[src/rtl/alu_pkg.sv]
// rtl/alu_pkg.sv - shared widths, opcode and sequencer state types for the ALU front end
package alu_pkg;

    localparam int WIDTH = 5;
    localparam int OPW   = 3;

    typedef enum logic [OPW-1:0] {
        OP_NOP = 3'd0,
        OP_ADD = 3'd1,
        OP_SUB = 3'd2,
        OP_AND = 3'd3,
        OP_OR  = 3'd4,
        OP_XOR = 3'd5,
        OP_ROL = 3'd6,
        OP_ROR = 3'd7
    } alu_op_t;

    localparam logic [OPW-1:0] OP_LAST = OP_ROR;

    typedef enum logic [2:0] {
        LOAD_A  = 3'd0,
        LOAD_B  = 3'd1,
        LOAD_OP = 3'd2,
        EXEC    = 3'd3,
        HOLD    = 3'd4
    } seq_state_t;

endpackage

[src/rtl/alu_op_sequencer.sv]
// rtl/alu_op_sequencer.sv - three-beat operand/opcode collector with registered, flagged ALU result
module alu_op_sequencer
    import alu_pkg::*;
#(
    parameter logic [OPW-1:0] OP_LAST_P = OP_LAST
) (
    input  logic             clk,
    input  logic             rst,
    input  logic [WIDTH-1:0] in_data,
    input  logic             in_valid,
    output logic             in_ready,
    output logic [WIDTH-1:0] alu_a,
    output logic [WIDTH-1:0] alu_b,
    output logic [OPW-1:0]   alu_op,
    input  logic [WIDTH-1:0] alu_r,
    output logic [WIDTH-1:0] out_result,
    output logic             out_err,
    output logic             out_valid,
    input  logic             out_ready
);

    localparam logic [WIDTH-1:0] ROT_LIMIT = WIDTH[WIDTH-1:0];

    seq_state_t       state_q, state_d;
    logic [WIDTH-1:0] alu_a_q, alu_a_d;
    logic [WIDTH-1:0] alu_b_q, alu_b_d;
    logic [OPW-1:0]   alu_op_q, alu_op_d;
    logic [WIDTH-1:0] out_result_q, out_result_d;
    logic             out_err_q, out_err_d;
    logic             out_valid_q, out_valid_d;
    logic             accept;
    logic             op_illegal;
    logic             rot_range;

    always_comb begin
        state_d      = state_q;
        alu_a_d      = alu_a_q;
        alu_b_d      = alu_b_q;
        alu_op_d     = alu_op_q;
        out_result_d = out_result_q;
        out_err_d    = out_err_q;
        out_valid_d  = out_valid_q;
        in_ready     = (state_q == LOAD_A) || (state_q == LOAD_B) || (state_q == LOAD_OP);
        accept       = in_valid && in_ready;
        // widened compare keeps the check meaningful when OP_LAST_P is the top code
        op_illegal   = {1'b0, alu_op_q} > {1'b0, OP_LAST_P};
        rot_range    = ((alu_op_q == OP_ROL) || (alu_op_q == OP_ROR)) && (alu_b_q >= ROT_LIMIT);

        case (state_q)
            LOAD_A: begin
                if (accept) begin
                    alu_a_d = in_data;
                    state_d = LOAD_B;
                end
            end
            LOAD_B: begin
                if (accept) begin
                    alu_b_d = in_data;
                    state_d = LOAD_OP;
                end
            end
            LOAD_OP: begin
                if (accept) begin
                    alu_op_d = in_data[OPW-1:0];
                    state_d  = EXEC;
                end
            end
            EXEC: begin
                out_result_d = op_illegal ? '0 : alu_r;
                out_err_d    = op_illegal || rot_range;
                out_valid_d  = 1'b1;
                state_d      = HOLD;
            end
            HOLD: begin
                if (out_ready) begin
                    out_valid_d = 1'b0;
                    state_d     = LOAD_A;
                end
            end
            default: state_d = LOAD_A;
        endcase
    end

    always_ff @(posedge clk or posedge rst) begin
        if (rst) begin
            state_q <= LOAD_A;
        end else begin
            state_q <= state_d;
        end
    end

    always_ff @(posedge clk or posedge rst) begin
        if (rst) begin
            alu_a_q  <= '0;
            alu_b_q  <= '0;
            alu_op_q <= OP_NOP;
        end else begin
            alu_a_q  <= alu_a_d;
            alu_b_q  <= alu_b_d;
            alu_op_q <= alu_op_d;
        end
    end

    always_ff @(posedge clk or posedge rst) begin
        if (rst) begin
            out_result_q <= '0;
            out_err_q    <= 1'b0;
            out_valid_q  <= 1'b0;
        end else begin
            out_result_q <= out_result_d;
            out_err_q    <= out_err_d;
            out_valid_q  <= out_valid_d;
        end
    end

    assign alu_a      = alu_a_q;
    assign alu_b      = alu_b_q;
    assign alu_op     = alu_op_q;
    assign out_result = out_result_q;
    assign out_err    = out_err_q;
    assign out_valid  = out_valid_q;

endmodule
[config.mk]
export PLATFORM = sky130hd
export DESIGN_NAME = alu_op_sequencer
export DESIGN_NICKNAME = d
export VERILOG_FILES = /design/src/rtl/alu_pkg.sv /design/src/rtl/alu_op_sequencer.sv
export SDC_FILE = /design/constraint.sdc
export NUM_CORES = 1
export LEC_CHECK = 0
export CORE_UTILIZATION = 43
export CTS_BUF_LIST = sky130_fd_sc_hd__clkbuf_8 sky130_fd_sc_hd__clkbuf_16
export CTS_CLUSTER_SIZE = 28
export DETAILED_ROUTE_END_ITERATION = 7
export PLACE_DENSITY = 0.78
export SLEW_MARGIN = 20
export SYNTH_ARGS = -nofsm -noshare
export SYNTH_HDL_FRONTEND = slang
export SYNTH_SLANG_ARGS = --single-unit
[constraint.sdc]
create_clock -name clk -period 1.45 [get_ports clk]
set_input_delay 0.435 -clock clk [delete_from_list [all_inputs] [get_ports clk]]
set_output_delay 0.435 -clock clk [all_outputs]
set_load 0.02 [all_outputs]
==> results of run 1 <==
==> worst reg2reg max path, delay by kind of cell (launching register included) <==
| kind | cells | cell delay, ns |
|---|---|---|
| DFF | 1 | 0.40 |
| muxes | 1 | 0.38 |
| and+or+nand+nor | 1 | 0.34 |
| buffers and inverters | 2 | 0.24 |
==> report_power, final <==
group	total (mW)	switching, mW	internal [mW]
clock	0.386	0.197	0.189
sequential	1.15	0.189	0.956
combinational	1.86	0.871	0.985
total	3.39	1.26	2.13
==> layer usage <==
layer	vias to the layer above	global-route usage [%]	part of all wire [%]
met1	362	24.3	41
met2	20	35.4	53
met3	5	3.74	4.0
li1	332	-	-
met4	0	10.3	2.0
met5	-	0	0
==> through the flow <==
| stage | setup TNS [ns] | power, mW |
|---|---|---|
| after CTS | -0.0719 | 3.33 |
| after global routing | -0.601 | 3.58 |
| final | -0.0133 | 3.39 |
| after floorplan | 0 | 2.11 |
| after detailed placement | -5.30 | 2.92 |
| after global placement | -4.65 | 2.87 |
==> path summary, 6_finish.rpt <==
check | end | slack, ns | cells past startpoint
min reg2reg | alu_a[2] | 0.51 | 1
min | out_valid | 0.51 | 3
max in group asynchronous | out_result[4] | 0.72 | 3
max | out_result[0] | -0.01 | 4
max reg2reg | out_result[0] | -0.01 | 4
min in group clk | alu_a[2] | 0.51 | 1
==> state kept, by name (all words and copies together), names as in the netlist <==
name and count:
alu_b 5, alu_a 5, alu_op 3, state_q 3, out_err 1, out_valid 1, out_result 5
==> layout make-up <==
class,count,area share [%]
Clock inverter,1,0.250
Tap cell,27,2.25
Multi-Input combinational cell,40,26.8
Clock buffer,3,2.75
Sequential cell,23,38.3
Timing Repair Buffer,47,29.1
Inverter,2,0.500
==> cell families after synthesis <==
| group | Yosys count | synth area share [%] |
|---|---|---|
| buffers and inverters | 4 | 2.35 |
| DFF | 23 | 60.0 |
| and+or+nand+nor | 14 | 11.2 |
| AOI/OAI and AO/OA | 7 | 4.30 |
| muxes | 19 | 22.2 |
==> synthesized netlist by cell type (all sizes together) <==
library cell | number | area (sq um)
nand3b | 3 | 22.5
o21a | 1 | 7.51
or4 | 1 | 7.51
buf | 2 | 15.0
a21oi | 4 | 20.0
o21ai | 1 | 5.00
nand2 | 2 | 7.51
nor3 | 1 | 16.3
o311ai | 1 | 8.76
inv | 2 | 7.51
nand2b | 2 | 20.0
mux2i | 1 | 10.0
mux2 | 18 | 203
nor2 | 4 | 15.0
dfrtp | 23 | 576
nor3b | 1 | 18.8
==> timing repair <==
item | 4_1_cts | 5_1_grt
endpoints found under the setup margin | 34 | 22
cloned | 0 | 0
setup buffers | 5 | 1
gates resized for setup | 40 | 9
pin swaps | 2 | 2
==> flow_summary.rst, run 1 <==
.. list-table::
   :header-rows: 1

   * - Metric
     - Value
   * - Status
     - finished, violations left
   * - Failing checks
     - setup timing
   * - Post-placement setup slack
     - -0.442 ns
   * - Final clock skew
     - 0.00132 ns
   * - Worst Slack Setup Final
     - -0.0133 ns
   * - Relative slew slack
     - 74.1%
   * - Total number of vias
     - 719
   * - Worst-skew pair later-pin latency
     - 0.26 ns
   * - Stage delay of the slowest cell on the critical path
     - 0.40 ns
   * - Worst Path Required
     - 1.60 ns
   * - Cell with the largest stage delay on the worst path
     - sky130_fd_sc_hd__dfrtp_1
   * - Count of max-cap constraint violations
     - 0
   * - Crit Path Max Fanout
     - 8
   * - Ratio of cells with drive above 1 in the final layout
     - 32.8%
   * - Max-slew violations
     - 0
   * - Pwr per Cell Area
     - 2260 nW/um^2
   * - Die Footprint
     - 2420 sq um
   * - Pre-antenna DRT Iters
     - 5
   * - Number of antenna violations at the first check in global routing
     - 0
   * - Worst hold path class
     - in2async
   * - Clock Tree Buf Depth
     - 2
   * - Cell area after layout
     - 1500 sq um
   * - RSZ-0062 raised after global routing
     - yes
   * - Leak pwr
     - 0.705 nW
   * - Number of I/O port buffers
     - 34
   * - Number of buffers created by CTS
     - 3
   * - Final setup violation count
     - 1
   * - Register cell area after layout
     - 576 sq um
   * - Number of global-route vias before repair
     - 757
   * - Initial Utilization
     - 47.5%
   * - Synth Area per Inst
     - 14.3 sq um
   * - Sum of overflow across all layers after global routing
     - 0
   * - Root Driver
     - sky130_fd_sc_hd__clkbuf_8
   * - Worst-case vdd ir drop
     - 1340 uV
   * - Total Wirelength
     - 2.20 mm
   * - Area growth, synth to finish
     - 56.5%
   * - Reg-to-reg critical path startpoint
     - state_q[2]
   * - Clock-pin slew on the worst setup and hold paths
     - 0.08 ns
   * - Width of the chip
     - 49.2 um
   * - Synthesized netlist cell count
     - 67
   * - Clock H-tree levels
     - 1
   * - Buffer and inverter count on the worst path
     - 2
   * - Global-route wire length before repair
     - 3.57 mm
   * - Iteration-0 DRC count of the detailed router
     - 5
   * - Synth Warn #
     - 0
   * - Number of flip-flops and latches in the synthesized netlist
     - 23
   * - Diodes inserted
     - 0
   * - DR vias/cell
     - 5.03
   * - DP Wirelength
     - 1.40 mm
   * - Number of nets in the layout
     - 131
   * - Crit path cell chain
     - buf_6 > buf_6 > nand3b_1 > mux2_4
   * - Highest clock frequency the design can meet
     - 0.683 GHz
   * - Period utilization
     - 101%
   * - DP Cell Count
     - 133
   * - CTS tree
     - done
   * - Io pins
     - 35
   * - Endpoint arrival time on the critical path
     - 1.62 ns
   * - Final routed wire length divided by cell count
     - 15.4 um
   * - Fin. Hold Viols
     - 0
   * - Worst hold margin
     - 0.506 ns
   * - Placed cell areas
     - 1370 sq um
   * - Pin count of the biggest net entering global routing
     - 24
   * - Startpoint type of the worst setup path
     - flip-flop
   * - Count of unique library cells instantiated by Yosys
     - 17
   * - Post-route DRC
     - 0
   * - Global placer's final weighted congestion
     - 0.755
   * - Most common cell after layout, fill and taps aside
     - sky130_fd_sc_hd__dfrtp_1
   * - Share of the yosys chip area belonging to registers
     - 60.0%
   * - Transition at the pin with the smallest max-transition slack
     - 0.384 ns
   * - Post-Syn Area
     - 960 sq um
   * - Path type of the worst setup path
     - reg2reg
   * - Final Instance Count excl. Fillers
     - 143
   * - Most used cells in the layout excluding fill and tap cells
     - sky130_fd_sc_hd__dfrtp_1, sky130_fd_sc_hd__dlygate4sd2_1, sky130_fd_sc_hd__clkdlybuf4s50_1
   * - Sink Count
     - 23
   * - Min Clock Period, post-route
     - 1.46 ns
   * - Synth Net Count
     - 81
   * - Crit path from
     - state_q[2]
   * - Hold Buf Count CTS
     - 0
   * - Number of filler cells placed in the layout
     - 137
   * - Overall Global Routing Usage
     - 20.6%
   * - Most frequent cell on the critical path
     - sky130_fd_sc_hd__buf_6
   * - Antenna-violating nets left
     - 0
   * - Chip height
     - 49.2 um
   * - Area of the multi-input gates
     - 403 sq um
   * - Cell class contributing the biggest share of worst-path delay
     - flip-flops
   * - Row cnt
     - 16
   * - Crit end category
     - flip-flop
   * - Area of the core
     - 2020 sq um
   * - Fin util
     - 74.3%
(Power assumes the default switching activity.)
==> run 2: changes to the inputs <==
--- a/config.mk
+++ b/config.mk
@@ -9,8 +9,9 @@
 export CTS_BUF_LIST = sky130_fd_sc_hd__clkbuf_8 sky130_fd_sc_hd__clkbuf_16
 export CTS_CLUSTER_SIZE = 28
 export DETAILED_ROUTE_END_ITERATION = 7
-export PLACE_DENSITY = 0.78
+export PLACE_DENSITY_LB_ADDON = 0.3
 export SLEW_MARGIN = 20
 export SYNTH_ARGS = -nofsm -noshare
 export SYNTH_HDL_FRONTEND = slang
 export SYNTH_SLANG_ARGS = --single-unit
+export TNS_END_PERCENT = 50
==> flow_summary.rst, run 2 (same netlist as run 1, synthesis figures left out) <==
.. list-table::
   :header-rows: 1

   * - Metric
     - Value
   * - Period utilization
     - 102%
   * - Row cnt
     - 16
   * - Sink Count
     - 23
   * - Highest clock frequency the design can meet
     - 0.678 GHz
   * - End point of the critical path
     - alu_b[3]
   * - Width of the chip
     - 49.2 um
   * - Failing checks
     - setup timing
   * - DP Wirelength
     - 1.47 mm
   * - Fraction of power consumed by the clock network
     - 12.0%
   * - Global placer's final weighted congestion
     - 0.770
   * - Area of the core
     - 2020 sq um
   * - Pwr per Cell Area
     - 2250 nW/um^2
   * - Max-slew violations
     - 0
   * - Fin util
     - 73.3%
   * - Die Footprint
     - 2420 sq um
   * - Net switching power
     - 1.24 mW
   * - Startpoint type of the worst setup path
     - flip-flop
   * - Final routed wire length divided by cell count
     - 15.1 um
   * - Number of buffers created by CTS
     - 3
   * - Clock Tree Buf Depth
     - 2
   * - DR vias/cell
     - 4.92
   * - Antenna-violating nets left
     - 0
   * - Reg-to-reg critical path startpoint
     - state_q[2]
   * - CTS tree
     - done
   * - Internal portion of total power
     - 2.10 mW
   * - Final Instance Count excl. Fillers
     - 141
   * - Share of power burned in combinational logic
     - 54.1%
   * - Total number of vias
     - 694
   * - Diodes inserted
     - 0
   * - Sw Share
     - 37.2%
   * - Worst-skew pair later-pin latency
     - 0.27 ns
   * - Min Clock Period, post-route
     - 1.48 ns
   * - Chip height
     - 49.2 um
   * - Io pins
     - 35
   * - Most used cells in the layout excluding fill and tap cells
     - sky130_fd_sc_hd__dfrtp_1, sky130_fd_sc_hd__clkdlybuf4s50_1, sky130_fd_sc_hd__dlygate4sd2_1
   * - Transition at the pin with the smallest max-transition slack
     - 0.357 ns
   * - Area growth, synth to finish
     - 54.5%
   * - Crit path from
     - state_q[2]
   * - Total power draw
     - 3.34 mW
   * - Worst Slack Setup Final
     - -0.0257 ns
   * - Final clock skew
     - 0.00227 ns
   * - Ratio of cells with drive above 1 in the final layout
     - 32.5%
   * - Fraction of power consumed by sequential logic
     - 33.9%
   * - Status
     - finished, violations left
   * - Count of max-cap constraint violations
     - 0
   * - Crit end category
     - flip-flop
   * - Worst hold margin
     - 0.502 ns
   * - DP Cell Count
     - 134
   * - Reg-to-reg critical path endpoint
     - alu_b[3]
   * - Number of filler cells placed in the layout
     - 132
   * - Setup TNS
     - -0.0902 ns
   * - Global-route wire length before repair
     - 3.18 mm
   * - Sum of overflow across all layers after global routing
     - 0
   * - Clock H-tree levels
     - 1
   * - Initial Utilization
     - 47.5%
   * - Root Driver
     - sky130_fd_sc_hd__clkbuf_8
   * - Leak pwr
     - 0.681 nW
   * - R2R cell count
     - 5
   * - Most common cell after layout, fill and taps aside
     - sky130_fd_sc_hd__dfrtp_1
   * - Pre-antenna DRT Iters
     - 4
   * - Relative slew slack
     - 76.1%
   * - Worst hold path class
     - reg2reg
   * - Worst-case vdd ir drop
     - 1540 uV
   * - Overall Global Routing Usage
     - 18.4%
   * - Path type of the worst setup path
     - reg2reg
   * - Iteration-0 DRC count of the detailed router
     - 7
   * - Number of nets in the layout
     - 129
   * - Number of antenna violations at the first check in global routing
     - 0
   * - Fin. Hold Viols
     - 0
   * - Endpoint arrival time on the critical path
     - 1.63 ns
   * - Number of I/O port buffers
     - 34
   * - Final setup violation count
     - 5
   * - Pin count of the biggest net entering global routing
     - 24
   * - Worst Path Required
     - 1.61 ns
   * - Setup slack of the worst register-to-register path
     - -0.03 ns
   * - Post-route DRC
     - 0
   * - Number of global-route vias before repair
     - 692
   * - Hold Buf Count CTS
     - 0
   * - Total Wirelength
     - 2.13 mm
   * - Clock-pin slew on the worst setup and hold paths
     - 0.08 ns
   * - Crit Path Max Fanout
     - 6
   * - RSZ-0062 raised after global routing
     - yes
run 2: cell types whose count changed in the layout (fill, tap and decap cells not counted), sizes merged:
cell,previous run,this run
buf,14,12
clkdlybuf4s15,7,9
clkinv,0,1
dlygate4sd2,14,12
inv,3,2
run 2: worst min path at each step:
stage	slack, ns	startpoint	depth (start not counted)	to
5_1_grt	0.53	rst	3	out_result[4]
3_5_place_dp	0.50	alu_op[0]	1	alu_op[0]
4_1_cts	0.51	rst	3	out_result[4]
6_report	0.50	alu_op[0]	1	alu_op[0]
3_3_place_gp	0.47	out_err	2	out_err
2_1_floorplan	0.44	rst	1	alu_a[0]
run 2: cell type report:
| cell class | count | area, sq um | share of cell area [%] |
|---|---|---|---|
| clock inverter | 1 | 5.00 | 0.338 |
| sequential | 23 | 576 | 38.8 |
| tap | 27 | 33.8 | 2.28 |
| inverter | 2 | 7.51 | 0.506 |
| multi-input combinational | 40 | 399 | 26.9 |
| clock buffer | 3 | 41.3 | 2.78 |
| timing repair buffer | 45 | 420 | 28.4 |
run 2: repair_timing:
action,CTS,global route
setup endpoints to repair,34,18
pin swaps,0,1
gates resized for setup,26,23
buffers inserted,0,3
run 2: metal layers:
metal	part of all wire [%]	global-route usage (%)
met3	3.6	4.67
met4	1.6	10.3
met5	0	0
met2	53	29.9
met1	41	22.0
run 2: worst max-delay path, stage by stage, from the launching register on:
cell and delay (ns):
sky130_fd_sc_hd__dfrtp_1 0.40, sky130_fd_sc_hd__buf_6 0.14, sky130_fd_sc_hd__nand2b_4 0.16, sky130_fd_sc_hd__nor3b_4 0.20
sky130_fd_sc_hd__buf_6 0.16, sky130_fd_sc_hd__mux2_4 0.30
run 2: power groups by stage:
| stage | sequential (mW) | combinational, mW | clock (mW) |
|---|---|---|---|
| after floorplan | 1.47 | 0.640 | 0 |
| after global placement | 1.13 | 1.76 | 0 |
| after detailed placement | 1.14 | 1.79 | 0 |
| after CTS | 1.12 | 1.59 | 0.415 |
| after global routing | 1.17 | 1.91 | 0.442 |
| final | 1.13 | 1.81 | 0.400 |
run 2: through the flow:
step           area (sq um)  setup WS, ns
2_1_floorplan           960         0.133
3_3_place_gp           1380        -0.380
3_5_place_dp           1380        -0.409
4_1_cts                1400       -0.0605
5_1_grt                1480       -0.0432
6_report               1480       -0.0257
==> run 3: changes to the inputs <==
--- a/config.mk
+++ b/config.mk
@@ -5,6 +5,7 @@
 export SDC_FILE = /design/constraint.sdc
 export NUM_CORES = 1
 export LEC_CHECK = 0
+export CAP_MARGIN = 20
 export CORE_UTILIZATION = 43
 export CTS_BUF_LIST = sky130_fd_sc_hd__clkbuf_8 sky130_fd_sc_hd__clkbuf_16
 export CTS_CLUSTER_SIZE = 28
==> results of run 3 <==
The final DEF is identical to that of run 2; final timing and power are the same.
